===== config.mk =====
export PLATFORM = sky130hd
export DESIGN_NAME = vga_plotter
export DESIGN_NICKNAME = d
export VERILOG_FILES = /design/src/rtl/vga_plotter.sv
export SDC_FILE = /design/constraint.sdc
export NUM_CORES = 1
export LEC_CHECK = 0
export BUFFER_PORTS_ARGS = -buffer_cell sky130_fd_sc_hd__buf_2
export CAP_MARGIN = 20
export CORE_ASPECT_RATIO = 0.8
export CORE_UTILIZATION = 35
export CTS_CLUSTER_DIAMETER = 40
export DETAILED_ROUTE_END_ITERATION = 8
export SLEW_MARGIN = 20
export SYNTH_ARGS = -nofsm -noshare
export SYNTH_HDL_FRONTEND = slang
export SYNTH_SLANG_ARGS = --single-unit

===== constraint.sdc =====
create_clock -name clk -period 4.9 [get_ports clk]
set_input_delay 0.49 -clock clk [delete_from_list [all_inputs] [get_ports clk]]
set_output_delay 0.49 -clock clk [all_outputs]
set_load 0.01 [all_outputs]

===== src/rtl/vga_plotter.sv =====
// rtl/vga_plotter.sv - pixel/filled-rectangle drawing engine feeding the VGA adapter write port
module vga_plotter #(
    parameter int XW   = 8,
    parameter int YW   = 7,
    parameter int CW   = 3,
    parameter int XMAX = 160,
    parameter int YMAX = 120
) (
    input  logic          clk,
    input  logic          reset,
    input  logic          cmd_valid,
    output logic          cmd_ready,
    input  logic          cmd_op,
    input  logic [XW-1:0] cmd_x0,
    input  logic [YW-1:0] cmd_y0,
    input  logic [XW-1:0] cmd_w,
    input  logic [YW-1:0] cmd_h,
    input  logic [CW-1:0] cmd_colour,
    output logic [XW-1:0] x,
    output logic [YW-1:0] y,
    output logic [CW-1:0] colour,
    output logic          plot,
    output logic          busy,
    output logic          done
);

    typedef enum logic {IDLE, DRAW} state_t;

    state_t        state_q;
    logic [XW-1:0] x0_q, w_q, cx_q, x_q;
    logic [YW-1:0] y0_q, h_q, cy_q, y_q;
    logic [CW-1:0] colour_q;
    logic          plot_q, done_q;

    logic [XW-1:0] acc_w, nx;
    logic [YW-1:0] acc_h, ny;
    logic          row_end, last;
    logic [XW:0]   sx_d;
    logic [YW:0]   sy_d;
    logic          in_range;

    // cx/cy index the pixel currently on the outputs; nx/ny is the one registered next.
    always_comb begin
        acc_w    = cmd_op ? cmd_w : XW'(1);
        acc_h    = cmd_op ? cmd_h : YW'(1);
        row_end  = (cx_q == w_q - XW'(1));
        last     = row_end && (cy_q == h_q - YW'(1));
        nx       = row_end ? '0 : cx_q + XW'(1);
        ny       = row_end ? cy_q + YW'(1) : cy_q;
        sx_d     = {1'b0, cmd_x0};
        sy_d     = {1'b0, cmd_y0};
        if (state_q == DRAW) begin
            sx_d = {1'b0, x0_q} + {1'b0, nx};
            sy_d = {1'b0, y0_q} + {1'b0, ny};
        end
        // Carry-out of the widened sums lands beyond the screen, so it never wraps back on.
        in_range = (sx_d < (XW+1)'(XMAX)) && (sy_d < (YW+1)'(YMAX));
    end

    always_ff @(posedge clk or negedge reset) begin
        if (!reset) begin
            state_q  <= IDLE;
            x0_q     <= '0;
            y0_q     <= '0;
            w_q      <= '0;
            h_q      <= '0;
            cx_q     <= '0;
            cy_q     <= '0;
            x_q      <= '0;
            y_q      <= '0;
            colour_q <= '0;
            plot_q   <= 1'b0;
            done_q   <= 1'b0;
        end else begin
            done_q <= 1'b0;
            plot_q <= 1'b0;
            case (state_q)
                IDLE: begin
                    if (cmd_valid) begin
                        x0_q     <= cmd_x0;
                        y0_q     <= cmd_y0;
                        w_q      <= acc_w;
                        h_q      <= acc_h;
                        colour_q <= cmd_colour;
                        cx_q     <= '0;
                        cy_q     <= '0;
                        if (acc_w == '0 || acc_h == '0) begin
                            done_q <= 1'b1;
                        end else begin
                            state_q <= DRAW;
                            x_q     <= sx_d[XW-1:0];
                            y_q     <= sy_d[YW-1:0];
                            plot_q  <= in_range;
                        end
                    end
                end
                DRAW: begin
                    if (last) begin
                        state_q <= IDLE;
                        done_q  <= 1'b1;
                    end else begin
                        cx_q   <= nx;
                        cy_q   <= ny;
                        x_q    <= sx_d[XW-1:0];
                        y_q    <= sy_d[YW-1:0];
                        plot_q <= in_range;
                    end
                end
                default: state_q <= IDLE;
            endcase
        end
    end

    assign cmd_ready = (state_q == IDLE);
    assign busy      = (state_q == DRAW);
    assign x         = x_q;
    assign y         = y_q;
    assign colour    = colour_q;
    assign plot      = plot_q;
    assign done      = done_q;

endmodule


Word level (Yosys, flattened, before mapping)
Index checks and enable logic that the tools add are counted.
- register bits after elaboration: 66
- input bits: 37
- output and inout bits: 22
- logic and storage cells: 66
- $add $sub $neg: 6
- $lt $le $gt $ge: 2
- equal/unequal tests: 5
- multiplexer cells: 32
- bitwise gates (word level): 1
- reduce and logical (&&, ||, !) cells: 8
- operators with widths (operator ; number):
    8-bit two-way mux ; 8
    7-bit two-way mux ; 7
    8-bit case mux with 2 select lines ; 2
    7-bit case mux with 2 select lines ; 2
    8-bit by 8-bit adder with 9-bit output ; 1
    9-bit by 8-bit < comparator with 1-bit output (second input constant) ; 1
    1-bit two-way mux ; 9
    9-bit two-way mux ; 1
    7-bit by 7-bit adder with 8-bit output ; 1
    8-bit by 1-bit adder with 8-bit output (second input constant) ; 1
    8-bit equality test ; 1
    8-bit zero test ; 1
    8-bit by 7-bit < comparator with 1-bit output (second input constant) ; 1
    8-bit by 1-bit subtractor with 8-bit output (second input constant) ; 1
    7-bit by 1-bit adder with 7-bit output (second input constant) ; 1
    7-bit equality test ; 1
    7-bit zero test ; 1
    7-bit by 1-bit subtractor with 7-bit output (second input constant) ; 1
    2-bit inequality test (second input constant) ; 3
    1-bit case mux with 2 select lines ; 3
    2-bit AND reduction ; 2
    3-bit AND reduction ; 1
    1-bit logical AND ; 2
    1-bit logical OR ; 1
    1-bit inverter ; 1

Depth between registers and ports, before layout
Gate-level depths: netlist of run 1.
- word-level depth: 10
- depth in mapped cells: 20
- gate-level depth less buffers: 19

Worst setup path before layout of run 1
OpenSTA, ideal clock, no wires.
- kind: register to register
- from: register w_q[0]
- to: register plot_q (netlist: plot)
- setup time: 76 ps
- arrival: 3890 ps
- required time: 4824 ps
- setup slack: 934 ps
- cell stages (with the launch flop): 19
- buffers on the path: 2
- clock period less this slack: 3966 ps
- cell sequence: dfrtp_1 or3_4 o31ai_1 nand4_1 or2_1 buf_4 or2_1 buf_2 xnor2_1 ha_1 fa_1 a21o_1 a311oi_1 o311ai_0 nor3b_1 a211oi_1 o31a_2 o2111ai_1 o21ai_1
- word-level cells in the longest chain between the ends: 10
- elaborated cells between the ends (all ways): 16
- those cells by class: add/sub: 3; order compare: 2; eq/ne: 1; mux: 8; reduce/logical: 2
- ends and longest elaborated chain (item ; RTL line ; text):
    start, declared ; 30 ; logic [XW-1:0] x0_q, w_q, cx_q, x_q;
    start signal, assigned ; 82 ; w_q <= acc_w;
    8-bit by 1-bit subtractor with 8-bit output (*) ; 46 ; row_end = (cx_q == w_q - XW'(1));
    8-bit equality test (*) ; 46 ;
    8-bit two-way mux / 7-bit two-way mux (equally long branches) ; 48, 49 ;
    8-bit by 8-bit adder with 9-bit output / 7-bit by 7-bit adder with 8-bit output (equally long branches) ; 53, 54 ;
    9-bit two-way mux / 8-bit two-way mux (equally long branches) ; 52 ; if (state_q == DRAW) begin
    9-bit by 8-bit < comparator with 1-bit output / 8-bit by 7-bit < comparator with 1-bit output (equally long branches) ; 57 ; in_range = (sx_d < (XW+1)'(XMAX)) && (sy_d < (YW+1)'(YMAX));
    1-bit logical AND ; 57 ;
    1-bit two-way mux ; 87 ; if (acc_w == '0 || acc_h == '0) begin
    1-bit two-way mux ; 79 ; if (cmd_valid) begin
    1-bit case mux with 2 select lines (*) ; 77 ; case (state_q)
    end signal, assigned ; 93 ; plot_q <= in_range;
    end signal, assigned ; 106 ; plot_q <= in_range;
    end, declared ; 33 ; logic plot_q, done_q;
Every way passes the cells marked *; elsewhere a longest branch is shown, timed or not.
A chain may end at the register's enable or synchronous reset.

Final worst setup path of run 1
Ends and elaborated chain as after synthesis.

==> flow_results.xml, run 1 <==
<?xml version="1.0" encoding="UTF-8"?>
<metrics>
  <group name="clock_tree">
    <metric name="cts_hold_buf" unit="">0</metric>
    <metric name="insertion_delay" unit="ns">0.34</metric>
    <metric name="postCtsSetupRepairBufs" unit="">0</metric>
    <metric name="cts_inserted_buffers" unit="">9</metric>
    <metric name="clock-sinks" unit="">66</metric>
    <metric name="cts_root_buf" unit="">clkbuf_16</metric>
    <metric name="number_of_resized_instances_in_the_post_cts_repair_step" unit="">0</metric>
    <metric name="tritoncts" unit="">done</metric>
    <metric name="cts_max_path_buffers" unit="">2</metric>
    <metric name="clk_pin_slew_worst_paths" unit="ns">0.06</metric>
    <metric name="htree_levels" unit="">3</metric>
  </group>
  <group name="critical_path">
    <metric name="reg2reg_setup_slack" unit="ns">0.49</metric>
    <metric name="timing.critical_path.from" unit="">w_q[0]$_DFFE_PN0P_</metric>
    <metric name="cp-end-kind" unit="">flop</metric>
    <metric name="crit-reg2reg-capture" unit="">plot$_DFF_PN0_</metric>
    <metric name="crit_required" unit="ns">5.17</metric>
    <metric name="setup.worst_path.class" unit="">reg2reg</metric>
    <metric name="critical_path.top_delay_family" unit="">compound AO/OA/AOI/OAI gates</metric>
    <metric name="critPathSlowestCell" unit="">dfrtp_1</metric>
    <metric name="setup.worst_path.start_class" unit="">flop</metric>
    <metric name="crit_arrival" unit="ns">4.68</metric>
    <metric name="worstPathMaxFanout" unit="">9</metric>
    <metric name="worst-path-buf-inv" unit="">0</metric>
    <metric name="slowest_delay" unit="ns">0.43</metric>
    <metric name="r2r_start" unit="">w_q[0]$_DFFE_PN0P_</metric>
    <metric name="critPathCapture" unit="">plot$_DFF_PN0_</metric>
    <metric name="rr_worst_depth" unit="">16</metric>
    <metric name="cell_count_along_the_critical_path" unit="">16</metric>
    <metric name="cp_cell_sequence" unit="">or3_4 &gt; nor4b_1 &gt; nor3_1 &gt; a211o_1 &gt; or2_1 &gt; xnor2_1 &gt; ha_1 &gt; fa_1 &gt; a21o_1 &gt; a311oi_1 &gt; o311ai_0 &gt; nor3b_1 &gt; a211oi_1 &gt; o31a_2 &gt; o2111ai_1 &gt; o21ai_1</metric>
  </group>
  <group name="timing">
    <metric name="finalSetupTns" unit="ns">0</metric>
    <metric name="maxSlewViolCount" unit="">0</metric>
    <metric name="worst_slew_pin_tran" unit="ns">0.9564</metric>
    <metric name="worst_slew_margin_rel" unit="">0.3608</metric>
    <metric name="timing.final.setup_violations" unit="">0</metric>
    <metric name="finalWorstPathRequiredPeriod" unit="ns">4.415</metric>
    <metric name="rsz0062_at_grt" unit="">false</metric>
    <metric name="finClkSkew" unit="ns">0.005199</metric>
    <metric name="maximum_frequency_from_static_timing_analysis" unit="MHz">226.5</metric>
    <metric name="fraction_of_the_cycle_the_final_worst_path_needs" unit="">0.9010</metric>
    <metric name="final_hold_vios" unit="">0</metric>
  </group>
  <group name="place">
    <metric name="port-buffer-count" unit="">58</metric>
    <metric name="cell_area_after_placement" unit="sq mm">0.004578</metric>
    <metric name="place.detailed.hpwl" unit="um">7006</metric>
    <metric name="place.gp.congestion" unit="">0.8767</metric>
  </group>
  <group name="logic_synthesis">
    <metric name="synthCells" unit="">444</metric>
    <metric name="postSynth.topFlopCell" unit="">dfrtp_1</metric>
    <metric name="ys_async_sr_fraction" unit="">1.000</metric>
    <metric name="synth.top_cells.by_count" unit="">dfrtp_1, nand2_1, nor2_1</metric>
    <metric name="syn_area_per_cell" unit="sq um">9.514</metric>
    <metric name="proportion_of_netlist_area_held_by_the_largest_area_contributor" unit="">0.3910</metric>
    <metric name="synth.most_common_cell" unit="">dfrtp_1</metric>
    <metric name="synth-seq-area-share" unit="">0.3910</metric>
    <metric name="netlist-cell-type-count" unit="">72</metric>
    <metric name="netlist_top_cells_area" unit="">dfrtp_1, xnor2_1, ha_1, mux2_2, nand2_1</metric>
    <metric name="mappedNetlistArea" unit="sq mm">0.004224</metric>
    <metric name="synth_enable_flop_cells" unit="">0</metric>
    <metric name="yosysWarnings" unit="">0</metric>
    <metric name="synth_seq_cells" unit="">66</metric>
    <metric name="netlist.top_cell.by_area" unit="">dfrtp_1</metric>
    <metric name="synth_nets" unit="">500</metric>
  </group>
  <group name="detailed_routing">
    <metric name="routed_wirelength" unit="um">9762</metric>
    <metric name="route.vias.total" unit="">3430</metric>
    <metric name="antenna_violating_nets_post_route" unit="">0</metric>
    <metric name="drtIter0Drc" unit="">128</metric>
    <metric name="remaining_drc_errors" unit="">2</metric>
    <metric name="dr_wl_cell" unit="um">15.16</metric>
    <metric name="drt_first_pass_iters" unit="">6</metric>
    <metric name="avgViaCountPerCell" unit="">5.326</metric>
  </group>
  <group name="finish">
    <metric name="antenna_cells" unit="">0</metric>
    <metric name="area_of_all_placed_cells_without_fillers" unit="sq mm">0.004883</metric>
    <metric name="post_route_cells_drive_above_1_share" unit="">0.2298</metric>
    <metric name="nNetsFinal" unit="">548</metric>
    <metric name="area_growth_syn_to_layout" unit="%">15.61</metric>
  </group>
  <group name="floorplan">
    <metric name="dieHeight" unit="um">100.3</metric>
    <metric name="core_area" unit="sq mm">0.01165</metric>
    <metric name="initial_core_util" unit="">0.3626</metric>
    <metric name="die_width" unit="um">124.8</metric>
    <metric name="standard_cell_rows" unit="">35</metric>
    <metric name="design.portCount" unit="">59</metric>
    <metric name="die-area" unit="sq mm">0.01252</metric>
  </group>
  <group name="power">
    <metric name="power.ir.vdd_worst" unit="mV">0.1467</metric>
    <metric name="power_density" unit="mW/mm^2">255.0</metric>
    <metric name="power.static_leakage" unit="nW">2.254</metric>
  </group>
  <group name="global_route">
    <metric name="number_of_global_route_vias_before_repair" unit="">3385</metric>
    <metric name="largest_net_degree_at_the_start_of_global_routing" unit="">67</metric>
    <metric name="first_pass_grt_wire_length" unit="um">16500</metric>
    <metric name="gr_util_all_layers" unit="">0.1667</metric>
    <metric name="grt_antenna_before_repair" unit="">0</metric>
    <metric name="gr_overflow_total" unit="">0</metric>
  </group>
  <group name="outcome">
    <metric name="status" unit="">finished, violations left</metric>
    <metric name="violations_in_the_final_reports" unit="">DRC</metric>
  </group>
  <group name="flow_run">
    <metric name="count_of_maximum_capacitance_violations" unit="">0</metric>
  </group>
  <group name="worst_hold_path">
    <metric name="holdCritPathClass" unit="">in2async</metric>
  </group>
</metrics>
## report_power, final
| group | internal (W) | leakage (nW) | switching (W) | total (W) |
|---|---|---|---|---|
| Clock | 0.000432 | 0.152 | 0.000233 | 0.000665 |
| Sequential | 0.000546 | 0.824 | 0 | 0.000546 |
| Combinational | 0.0000129 | 1.28 | 0.0000219 | 0.0000348 |
## layer usage
layer	vias up	global-route usage	part of all wire
li1	1693	-	-
met1	1645	0.2094	0.47
met2	78	0.2779	0.47
met3	14	0.04797	0.052
met4	0	0.05441	0.012
met5	-	0	0
## how the worst min path moves through the flow
| stage | from | end | slack (ns) | cells after the start |
|---|---|---|---|---|
| after floorplan | reset | busy$_DFF_PN0_ | 0.19 | 0 |
| after global placement | x[6]$_DFFE_PN0P_ | x[6]$_DFFE_PN0P_ | 0.47 | 1 |
| after detailed placement | x[6]$_DFFE_PN0P_ | x[6]$_DFFE_PN0P_ | 0.48 | 1 |
| after CTS | cmd_colour[1] | colour[1]$_DFFE_PN0P_ | 0.38 | 2 |
| after global routing | cmd_colour[2] | colour[2]$_DFFE_PN0P_ | 0.37 | 2 |
| final | reset | y[3]$_DFFE_PN0P_ | 0.35 | 2 |
## cell type report
class	count	area, sq um
fill	1165	6765
multi-input combinational	345	2387
sequential	66	1652
timing repair buffer	63	327.8
clock buffer	13	270.3
tap	148	185.2
clock inverter	2	35.03
inverter	7	26.28
## stage by stage
stage	hold WS, ns	setup slack [ns]	power (W)	instances	utilization
after CTS	0.3771	0.4870	0.001260	644	0.4192
final	0.3535	0.4851	0.001245	644	0.4192
after global placement	0.4723	0.6644	0.0005905	629	0.3930
after detailed placement	0.4802	0.5125	0.0005912	629	0.3930
after global routing	0.3744	0.1460	0.001289	644	0.4192
after floorplan	0.1944	0.9338	0.0005596	444	-
## placed cells by master, fill, tap and decap left out, types with 2 or more instances in the layout
cell / n
a211oi_1: 6
a21o_1: 7
a21o_2: 2
a21oi_1: 20
a22o_1: 3
a31oi_1: 5
and3_1: 5
and3_2: 2
and4_1: 2
buf_2: 58
buf_4: 5
clkbuf_16: 9
clkbuf_8: 3
dfrtp_1: 66
ha_1: 18
inv_1: 7
mux2_2: 20
mux2i_1: 9
nand2_1: 58
nand2b_1: 3
nand3_1: 16
nand4_1: 4
nor2_1: 34
nor2b_1: 4
nor3_1: 5
nor3b_1: 2
nor4_1: 3
nor4b_1: 4
o2111ai_1: 2
o211ai_1: 3
o21a_1: 2
o21ai_0: 25
o31ai_1: 7
or2_1: 2
or3_1: 2
xnor2_1: 30
xor2_1: 8
## registers in the layout, summed over array words and instances (netlist names)
signal,flops
plot,1
done,1
w_q,8
busy,1
y0_q,7
colour,3
cy_q,7
x0_q,8
cx_q,8
x,8
h_q,7
y,7
## cells by family (layout without fill, tap and decap cells)
kind of cell	Yosys count	in the layout	synth area share
flip-flops	66	66	0.3910
buffers and inverters	33	85	0.04443
AND/OR/NAND/NOR	157	157	0.1816
adder cells (fa/ha/maj)	20	20	0.06043
multiplexers	29	29	0.07465
XOR/XNOR	39	39	0.08264
AO/OA/AOI/OAI	100	100	0.1653
No activity file was read; power rests on OpenSTA's default activity.
==> inputs of run 2 (changes only) <==
--- a/config.mk
+++ b/config.mk
@@ -5,6 +5,7 @@
 export SDC_FILE = /design/constraint.sdc
 export NUM_CORES = 1
 export LEC_CHECK = 0
+export ABC_AREA = 1
 export BUFFER_PORTS_ARGS = -buffer_cell sky130_fd_sc_hd__buf_2
 export CAP_MARGIN = 20
 export CORE_ASPECT_RATIO = 0.8
==> run 2 against run 1 <==
The run now ends clean. Global-route usage up 1.5 points. Count of clock-buffer cells in the layout shrank 1. First-iteration DRC count shrank 24%. Non-clock buffer count fell by 1. Die area is 4.8% lower. Clock skew grew 0.0022 ns. Combinational power decreased by 1%. Critical path type unchanged.
==> flow_results.xml, run 2 <==
<?xml version="1.0" encoding="UTF-8"?>
<metrics>
  <group name="logic_synthesis">
    <metric name="proportion_of_netlist_area_held_by_the_largest_area_contributor" unit="">0.4110</metric>
    <metric name="yosysWarnings" unit="">0</metric>
    <metric name="synth_nets" unit="">590</metric>
    <metric name="synth.most_common_cell" unit="">nand2_1</metric>
    <metric name="synth_fa_ha_area_frac" unit="">0.06102</metric>
    <metric name="dominant_combinational_cell_family_by_area_after_synthesis" unit="">simple AND/OR/NAND/NOR gates</metric>
    <metric name="ys_async_sr_fraction" unit="">1.000</metric>
    <metric name="mappedNetlistArea" unit="sq mm">0.004019</metric>
    <metric name="synthCells" unit="">534</metric>
    <metric name="synth.top_cells.by_count" unit="">nand2_1, dfrtp_1, inv_1</metric>
    <metric name="postSynth.topFlopCell" unit="">dfrtp_1</metric>
    <metric name="yosys.area_share.simple" unit="">0.2684</metric>
    <metric name="synth-compound-area-share" unit="">0.1171</metric>
    <metric name="syn_area_per_cell" unit="sq um">7.526</metric>
    <metric name="synth-seq-area-share" unit="">0.4110</metric>
    <metric name="synth_enable_flop_cells" unit="">0</metric>
    <metric name="netlist-cell-type-count" unit="">35</metric>
    <metric name="netlist_top_cells_area" unit="">dfrtp_1, nand2_1, o21ai_0, ha_1, inv_1</metric>
    <metric name="netlist.top_cell.by_area" unit="">dfrtp_1</metric>
    <metric name="yosys-mux-area-fraction" unit="">0</metric>
    <metric name="synth-xor-area-share" unit="">0.06102</metric>
    <metric name="synth_seq_cells" unit="">66</metric>
  </group>
  <group name="flow_run">
    <metric name="count_of_maximum_capacitance_violations" unit="">0</metric>
  </group>
  <group name="finish">
    <metric name="post_route_cells_drive_above_1_share" unit="">0.1577</metric>
    <metric name="layout_common_cells" unit="">nand2_1, dfrtp_1, inv_1</metric>
    <metric name="nNetsFinal" unit="">647</metric>
    <metric name="antenna_cells" unit="">0</metric>
    <metric name="area_growth_syn_to_layout" unit="%">18.00</metric>
    <metric name="final_common_cell" unit="">nand2_1</metric>
  </group>
  <group name="timing">
    <metric name="maxSlewViolCount" unit="">0</metric>
    <metric name="timing.hold.ws" unit="ns">0.3498</metric>
    <metric name="finalSetupTns" unit="ns">0</metric>
    <metric name="finClkSkew" unit="ns">0.007429</metric>
    <metric name="worst_slew_margin_rel" unit="">0.4173</metric>
    <metric name="timing.final.setup_violations" unit="">0</metric>
    <metric name="maximum_frequency_from_static_timing_analysis" unit="MHz">258.8</metric>
    <metric name="final_hold_vios" unit="">0</metric>
    <metric name="rsz0062_at_grt" unit="">false</metric>
    <metric name="worst_slew_pin_tran" unit="ns">0.8731</metric>
    <metric name="finalWorstPathRequiredPeriod" unit="ns">3.864</metric>
    <metric name="fraction_of_the_cycle_the_final_worst_path_needs" unit="">0.7885</metric>
  </group>
  <group name="clock_tree">
    <metric name="clk_pin_slew_worst_paths" unit="ns">0.06</metric>
    <metric name="cts_inserted_buffers" unit="">9</metric>
    <metric name="postCtsSetupRepairBufs" unit="">0</metric>
    <metric name="clock-sinks" unit="">66</metric>
    <metric name="htree_levels" unit="">3</metric>
    <metric name="cts_hold_buf" unit="">0</metric>
    <metric name="insertion_delay" unit="ns">0.33</metric>
    <metric name="tritoncts" unit="">done</metric>
    <metric name="number_of_resized_instances_in_the_post_cts_repair_step" unit="">0</metric>
    <metric name="cts_root_buf" unit="">clkbuf_16</metric>
    <metric name="cts_max_path_buffers" unit="">2</metric>
  </group>
  <group name="global_route">
    <metric name="gr_overflow_total" unit="">0</metric>
    <metric name="first_pass_grt_wire_length" unit="um">17320</metric>
    <metric name="number_of_global_route_vias_before_repair" unit="">3710</metric>
    <metric name="gr_util_all_layers" unit="">0.1815</metric>
    <metric name="largest_net_degree_at_the_start_of_global_routing" unit="">67</metric>
    <metric name="grt_antenna_before_repair" unit="">0</metric>
  </group>
  <group name="outcome">
    <metric name="status" unit="">finished, final reports clean</metric>
  </group>
  <group name="place">
    <metric name="place.detailed.hpwl" unit="um">7276</metric>
    <metric name="port-buffer-count" unit="">58</metric>
    <metric name="place.gp.congestion" unit="">0.8524</metric>
  </group>
  <group name="critical_path">
    <metric name="setup.worst_path.class" unit="">reg2reg</metric>
    <metric name="cp-end-kind" unit="">flop</metric>
    <metric name="setup.worst_path.start_class" unit="">flop</metric>
    <metric name="crit_arrival" unit="ns">4.12</metric>
    <metric name="worstPathMaxFanout" unit="">13</metric>
    <metric name="crit_required" unit="ns">5.16</metric>
  </group>
  <group name="detailed_routing">
    <metric name="antenna_violating_nets_post_route" unit="">0</metric>
    <metric name="routed_wirelength" unit="um">10040</metric>
    <metric name="dr_wl_cell" unit="um">13.57</metric>
    <metric name="drtIter0Drc" unit="">97</metric>
    <metric name="route.vias.total" unit="">3604</metric>
    <metric name="avgViaCountPerCell" unit="">4.870</metric>
    <metric name="remaining_drc_errors" unit="">0</metric>
    <metric name="drt_first_pass_iters" unit="">4</metric>
  </group>
  <group name="power">
    <metric name="power.static_leakage" unit="nW">2.493</metric>
    <metric name="power_density" unit="mW/mm^2">262.8</metric>
    <metric name="power.ir.vdd_worst" unit="mV">0.1427</metric>
  </group>
  <group name="worst_hold_path">
    <metric name="holdCritPathClass" unit="">in2async</metric>
  </group>
  <group name="floorplan">
    <metric name="design.portCount" unit="">59</metric>
    <metric name="standard_cell_rows" unit="">34</metric>
    <metric name="dieHeight" unit="um">97.85</metric>
    <metric name="die-area" unit="sq mm">0.01192</metric>
    <metric name="initial_core_util" unit="">0.3648</metric>
    <metric name="core_area" unit="sq mm">0.01102</metric>
    <metric name="die_width" unit="um">121.8</metric>
  </group>
</metrics>
[run 2: area by class of cell]
class                           count  area, sq um
Clock buffer                       12        256.5
Clock inverter                      4        50.05
Fill cell                        1144         6276
Inverter                           65        244.0
Multi-Input combinational cell    387         2039
Sequential cell                    66         1652
Tap cell                          144        180.2
Timing Repair Buffer               62        320.3
[run 2: final timing paths]
check	from	endpoint	slack [ns]	cells after the start
max in group asynchronous	reset	w_q[2]$_DFFE_PN0P_	4.01	2
max reg2reg	w_q[0]$_DFFE_PN0P_	plot$_DFF_PN0_	1.04	24
min	reset	y0_q[5]$_DFFE_PN0P_	0.35	2
min reg2reg	x[5]$_DFFE_PN0P_	x[5]$_DFFE_PN0P_	0.48	2
min in group clk	cmd_colour[1]	colour[1]$_DFFE_PN0P_	0.36	3
max	w_q[0]$_DFFE_PN0P_	plot$_DFF_PN0_	1.04	24
[run 2: per-stage QoR]
step / area, sq um / std cells / setup WS, ns / util / power [W]
floorplan: 4019 / 534 / 1.505 / - / 0.0005609
global placement: 4436 / 724 / 1.267 / 0.4026 / 0.0005902
detailed placement: 4436 / 724 / 1.096 / 0.4026 / 0.0005910
CTS: 4742 / 740 / 1.045 / 0.4304 / 0.001261
global route: 4742 / 740 / 0.5687 / 0.4304 / 0.001284
finish: 4742 / 740 / 1.036 / 0.4304 / 0.001246
[run 2: worst max-delay path: stages, from the launching register on]
cell and delay [ns]:
dfrtp_1 0.41, inv_2 0.10, ha_1 0.27, nand3_1 0.10, nand2_1 0.08, nand2_1 0.07, nand2_1 0.08, nand2_1 0.05
nor2_1 0.14, nand2_2 0.22, nor2_2 0.21, xor2_1 0.21, inv_1 0.07, ha_1 0.33, a21o_1 0.19, a31oi_1 0.21
nor2_1 0.06, o21ai_0 0.21, nand2_1 0.07, nand2_1 0.08, nand2_1 0.06, a21oi_1 0.12, a21boi_0 0.22, o21ai_1 0.10
a21oi_2 0.12
[run 2: kinds of logic (layout without fill, tap and decap cells)]
logic type	count (synthesis)	in the layout
fa+ha+maj	19	19
flops	66	66
buf+inv	81	143
xor+xnor	28	28
compound gates	85	85
simple gates	255	255
[run 2: routing by layer]
metal  wire length [um]  global-route usage  up-vias
li1                   -                   -     1845
met1               4891              0.2437     1682
met2               4636              0.2955       68
met3                408             0.03855        9
met4                108             0.04558        0
met5                  0                   0        -
[run 2: where the power goes]
group          switching [W]  internal (W)  total (W)  leakage (nW)
registers                  0      0.000545   0.000545         0.852
clock network       0.000246      0.000421   0.000667         0.145
logic              0.0000221     0.0000123  0.0000344          1.50
total               0.000268      0.000979    0.00125          2.49
